### src/rtl/cpu_pkg.sv
// Shared pipeline types: register file widths, load opcode encoding, WB register payload.
package cpu_pkg;

  localparam int unsigned REG_ADDR_BUS = 5;
  localparam int unsigned REG_DATA_BUS = 32;

  typedef enum logic [2:0] {
    LD_NONE = 3'd0,
    LD_LB   = 3'd1,
    LD_LBU  = 3'd2,
    LD_LH   = 3'd3,
    LD_LHU  = 3'd4,
    LD_LW   = 3'd5
  } load_op_t;

  typedef struct packed {
    logic                    valid;
    logic                    wen;
    logic [REG_ADDR_BUS-1:0] waddr;
    logic [REG_DATA_BUS-1:0] result;
    load_op_t                load_op;
    logic [REG_DATA_BUS-1:0] pc;
  } wb_reg_t;

endpackage

### src/rtl/wb_stage_load_ext.sv
// Load data extraction: pick byte/halfword from a little-endian word and extend it.
module load_ext
  import cpu_pkg::*;
(
  input  logic [REG_DATA_BUS-1:0] word,
  input  logic [1:0]              off,
  input  load_op_t                op,
  output logic [REG_DATA_BUS-1:0] data_c
);

  logic [7:0]  byte_sel;
  logic [15:0] half_sel;

  // Select byte and halfword lanes; halfword ignores off[0] (alignment checked upstream)
  always_comb begin
    byte_sel = word[7:0];
    case (off)
      2'd0:    byte_sel = word[7:0];
      2'd1:    byte_sel = word[15:8];
      2'd2:    byte_sel = word[23:16];
      default: byte_sel = word[31:24];
    endcase
    half_sel = off[1] ? word[31:16] : word[15:0];
  end

  // Extend the selected lane according to the load type
  always_comb begin
    data_c = word;
    case (op)
      LD_LB:   data_c = {{24{byte_sel[7]}}, byte_sel};
      LD_LBU:  data_c = {24'd0, byte_sel};
      LD_LH:   data_c = {{16{half_sel[15]}}, half_sel};
      LD_LHU:  data_c = {16'd0, half_sel};
      default: data_c = word;
    endcase
  end

endmodule

### src/rtl/wb_stage.sv
// Writeback stage: WB pipeline register, stall-safe load data hold, register file write port.
module wb_stage
  import cpu_pkg::*;
(
  input  logic                    CLK,
  input  logic                    RST,
  input  logic                    STALL,
  input  logic                    FLUSH,
  input  logic                    MEM_VALID,
  input  logic                    MEM_WEN,
  input  logic [REG_ADDR_BUS-1:0] MEM_WADDR,
  input  logic [REG_DATA_BUS-1:0] MEM_RESULT,
  input  logic [2:0]              MEM_LOAD_OP,
  input  logic [REG_DATA_BUS-1:0] MEM_PC,
  input  logic [REG_DATA_BUS-1:0] DRAM_RDATA,
  output logic                    WEN,
  output logic [REG_ADDR_BUS-1:0] WADDR,
  output logic [REG_DATA_BUS-1:0] WDATA,
  output logic                    WB_VALID,
  output logic [REG_DATA_BUS-1:0] DEBUG_WB_PC
);

  wb_reg_t                 wb_q, wb_d;
  logic                    hold_vld_q, hold_vld_d;
  logic [REG_DATA_BUS-1:0] hold_data_q, hold_data_d;
  logic [REG_DATA_BUS-1:0] eff_word;
  logic [REG_DATA_BUS-1:0] ext_data;

  // Next-state: flush clears, advance captures MEM, first stalled cycle of a load latches SRAM word
  always_comb begin
    wb_d        = wb_q;
    hold_vld_d  = hold_vld_q;
    hold_data_d = hold_data_q;
    if (FLUSH) begin
      wb_d       = '0;
      hold_vld_d = 1'b0;
    end else if (!STALL) begin
      wb_d.valid   = MEM_VALID;
      wb_d.wen     = MEM_WEN;
      wb_d.waddr   = MEM_WADDR;
      wb_d.result  = MEM_RESULT;
      wb_d.load_op = load_op_t'(MEM_LOAD_OP);
      wb_d.pc      = MEM_PC;
      hold_vld_d   = 1'b0;
    end else if (!hold_vld_q && wb_q.valid && (wb_q.load_op != LD_NONE)) begin
      hold_vld_d  = 1'b1;
      hold_data_d = DRAM_RDATA;
    end
  end

  // WB register and hold buffer, cleared asynchronously
  always_ff @(posedge CLK or negedge RST) begin
    if (!RST) begin
      wb_q        <= '0;
      hold_vld_q  <= 1'b0;
      hold_data_q <= '0;
    end else begin
      wb_q        <= wb_d;
      hold_vld_q  <= hold_vld_d;
      hold_data_q <= hold_data_d;
    end
  end

  assign eff_word = hold_vld_q ? hold_data_q : DRAM_RDATA;

  load_ext u_load_ext (
    .word   (eff_word),
    .off    (wb_q.result[1:0]),
    .op     (wb_q.load_op),
    .data_c (ext_data)
  );

  // Register file write port and trace outputs
  always_comb begin
    WEN         = wb_q.valid & wb_q.wen & (wb_q.waddr != '0);
    WADDR       = wb_q.waddr;
    WDATA       = (wb_q.load_op == LD_NONE) ? wb_q.result : ext_data;
    WB_VALID    = wb_q.valid;
    DEBUG_WB_PC = wb_q.pc;
  end

endmodule
### config.mk
export PLATFORM = sky130hd
export DESIGN_NAME = wb_stage
export DESIGN_NICKNAME = d
export VERILOG_FILES = /design/src/rtl/cpu_pkg.sv /design/src/rtl/wb_stage_load_ext.sv /design/src/rtl/wb_stage.sv
export SDC_FILE = /design/constraint.sdc
export NUM_CORES = 1
export LEC_CHECK = 0
export CAP_MARGIN = 10
export CORE_MARGIN = 2
export CORE_UTILIZATION = 29
export DETAILED_ROUTE_END_ITERATION = 8
export PLACE_DENSITY = 0.6
export SKIP_CTS_REPAIR_TIMING = 1
export SYNTH_ARGS = -nofsm -noshare
export SYNTH_HDL_FRONTEND = slang
export SYNTH_SLANG_ARGS = --single-unit
### constraint.sdc
create_clock -name CLK -period 2.3 [get_ports CLK]
set_input_delay 0.345 -clock CLK [delete_from_list [all_inputs] [get_ports CLK]]
set_output_delay 0.345 -clock CLK [all_outputs]
set_load 0.02 [all_outputs]
==> impl_metrics.env <==
export IMPL_status="complete, but fails checks"
export IMPL_violations="negative setup slack"
export IMPL_cp_max_fo=8
export IMPL_grt_pass1_vias=5267
export IMPL_cts_sinks=107
export IMPL_whs_endpoint="DEBUG_WB_PC[19]$_DFFE_PN0N_"
export IMPL_seqCellArea_mm2=0.00268
export IMPL_synthCells=600
export IMPL_die_area_mm2=0.0221
export IMPL_fillers=1981
export IMPL_setup_worst_path_end_class="output port"
export IMPL_rsz0062_at_grt="true"
export IMPL_n_antenna_cell=0
export IMPL_p_per_area_mw_per_mm2=603
export IMPL_final_common_cell="clkdlybuf4s50_1"
export IMPL_numCtsBuffers=9
export IMPL_syn_to_final_growth_pct=50.0
export IMPL_syn_avg_cell_area_um2=10.1
export IMPL_worstSetupStartpoint="hold_vld_q$_DFFE_PN0P_"
export IMPL_holdPathStages=3
export IMPL_die_x_um=149
export IMPL_relSlewSlack_pct=44.1
export IMPL_ys_seq_area_share_pct=44.1
export IMPL_path_cells="buf_6 > mux2i_2 > and3_4 > a311o_1 > and2_4 > buf_12 > a21oi_4 > buf_6"
export IMPL_worstPathArrival_ns=2.32
export IMPL_start_util_pct=29.8
export IMPL_fp_coreArea_mm2=0.0204
export IMPL_place_congestion=0.848
export IMPL_worst_skew_pair_late_latency_ns=0.36
export IMPL_min_period_ns=2.66
export IMPL_fin_ws_ns=-0.365
export IMPL_die_y_um=149
export IMPL_grtUsageTotal_pct=17.4
export IMPL_synthDistinctLibCells=45
export IMPL_p_total_uw=5490
export IMPL_layout_drive_gt1_share_pct=30.0
export IMPL_clk_path_buf_depth=2
export IMPL_holdWs_ns=0.426
export IMPL_grt_pass1_wl_um=29500
export IMPL_path_class="flop to output port"
export IMPL_clock_skew_ns=0.00851
export IMPL_io_buffer_count=180
export IMPL_path_buf_inv=3
export IMPL_ioPinCount=181
export IMPL_synth_fp_nets=710
export IMPL_ir_drop_v=0.000347
export IMPL_path_clk_slew_ns=0.08
export IMPL_pre_cts_ws_ns=-0.718
export IMPL_reg2reg_slack_ns=0.12
export IMPL_worst_r2r_cell_count=6
export IMPL_min_path_type="primary input to flop"
export IMPL_postRouteAntennaNets=0
export IMPL_crit_top_cell="buf_6"
export IMPL_startpoint_type="flop"
export IMPL_period_share_pct=116
export IMPL_rr_startpoint="wb_q[33]$_DFFE_PN0N_"
export IMPL_finalSetupViolations=32
export IMPL_wirelength_um=19600
export IMPL_tritoncts="built"
export IMPL_synthFlopType="dfrtp_1"
export IMPL_tightest_slew_ns=0.838
export IMPL_grt_max_degree=76
export IMPL_required_ns=1.96
export IMPL_grt_overflow=0
export IMPL_nets=939
export IMPL_drtIter0Drc=278
export IMPL_hpwlAfterDp_um=13700
export IMPL_cts_root_buffer="clkbuf_16"
export IMPL_leakagePower_uw=0.00418
export IMPL_synth_seq_cells=107
export IMPL_clock_fmax_ghz=0.375
export IMPL_drv_slew=0
export IMPL_drc_errors=0
export IMPL_synth_edf_count=0
export IMPL_async_reset_ff_share_pct=100
export IMPL_row_count=52
export IMPL_netlist_area_mm2=0.00607
export IMPL_cap_violations=0
export IMPL_wl_per_cell_um=17.7
export IMPL_h_tree_depth=3
export IMPL_drtPass1Iterations=4
export IMPL_via_count=5176
export IMPL_multiInputGateArea_mm2=0.00302
export IMPL_hold_violations=0
export IMPL_hold_path_startpoint="STALL"
export IMPL_yosysWarnings=0
export IMPL_slowest_stage="dfrtp_2"
export IMPL_antenna_found_initial=0
export IMPL_layout_common_cells="144 x clkdlybuf4s50_1, 131 x nor2_1, 126 x buf_4"
export IMPL_cpLargestDelayFamily="flip-flops"
export IMPL_critPathMaxStageDelay_ns=0.49
export IMPL_rr_endpoint="hold_data_q[16]$_DFFE_PN0P_"
export IMPL_via_per_inst=4.69
through the flow:
stage / TNS (ns) / util (%) / area (um2) / cells
floorplan: -0.0203 / - / 6080 / 600
global placement: -19.39 / 41.6 / 8480 / 1062
detailed placement: -19.69 / 41.6 / 8480 / 1062
CTS: -26.79 / 43.0 / 8770 / 1078
global route: -12.17 / 44.7 / 9110 / 1104
finish: -9.28 / 44.7 / 9110 / 1104
worst max-delay path by stage:
stage | depth (start not counted) | to | slack, ns
floorplan | 9 | WDATA[20] | -0.02
global placement | 7 | WDATA[21] | -0.70
detailed placement | 7 | WDATA[17] | -0.72
CTS | 7 | WDATA[1] | -0.95
global route | 8 | WDATA[25] | -0.44
finish | 8 | WDATA[23] | -0.36
synthesized netlist by cell type (2+ instances only):
| cell | instances | share of area [%] |
|---|---|---|
| o21a_1 | 6 | 0.74 |
| dfrtp_1 | 107 | 44 |
| nor2_1 | 133 | 8.2 |
| o221ai_1 | 5 | 0.72 |
| a22oi_1 | 2 | 0.25 |
| o21ai_1 | 2 | 0.16 |
| buf_4 | 37 | 4.6 |
| a31oi_1 | 3 | 0.31 |
| or3_1 | 3 | 0.31 |
| nor3_1 | 3 | 0.25 |
| nand2b_1 | 2 | 0.21 |
| mux2i_1 | 97 | 16 |
| o22ai_1 | 2 | 0.21 |
| nand2_1 | 27 | 1.7 |
| nand3_1 | 2 | 0.16 |
| o21ai_0 | 16 | 1.3 |
| clkbuf_1 | 35 | 2.2 |
| buf_2 | 7 | 0.58 |
| a21oi_1 | 20 | 1.6 |
| mux2_2 | 42 | 7.8 |
| o22a_1 | 6 | 0.87 |
| a21oi_4 | 10 | 2.7 |
| o32a_1 | 2 | 0.33 |
| mux4_2 | 2 | 0.74 |
| a32oi_1 | 5 | 0.72 |
| buf_6 | 3 | 0.56 |
| nor3b_1 | 2 | 0.25 |
| inv_1 | 2 | 0.12 |
logic make-up after synthesis:
kind of cell	synth area share, %
DFF	44.1
AOI/OAI and AO/OA	11.1
buffers and inverters	8.30
muxes	24.5
and+or+nand+nor	11.8
xor gates and xnor gates	0.144
worst register-to-register path, delay by kind of cell, from the launching register on:
family | cells | cell delay, ns
muxes | 1 | 0.38
DFF | 1 | 0.41
and+or+nand+nor | 2 | 0.62
buffers and inverters | 3 | 0.65
cell type report:
cell class | instances | area share, %
clock buffers | 11 | 2.66
clock inverters | 5 | 0.508
inverters | 3 | 0.124
multi-input cells | 407 | 33.2
flip-flops and latches | 107 | 29.4
well taps | 270 | 3.71
repair buffers | 301 | 30.4
layer usage:
| layer | share of wire (%) | GRT usage, % |
|---|---|---|
| met1 | 48 | 24.6 |
| met2 | 45 | 26.9 |
| met3 | 5.4 | 3.93 |
| met4 | 1.1 | 4.48 |
| met5 | 0 | 0 |
flip-flops by register name, indices dropped and copies added (netlist names):
| signal | count |
|---|---|
| WB_VALID | 1 |
| hold_data_q | 32 |
| hold_vld_q | 1 |
| wb_q | 36 |
| WADDR | 5 |
| DEBUG_WB_PC | 32 |
where the power goes:
group / total (uW) / internal [uW] / switching, uW / leakage (uW)
Sequential: 2240 / 2100 / 134 / 0.00140
Combinational: 1700 / 887 / 808 / 0.00263
Clock: 1560 / 783 / 778 / 0.000142
Note: power is estimated with default switching activity, not from simulation.
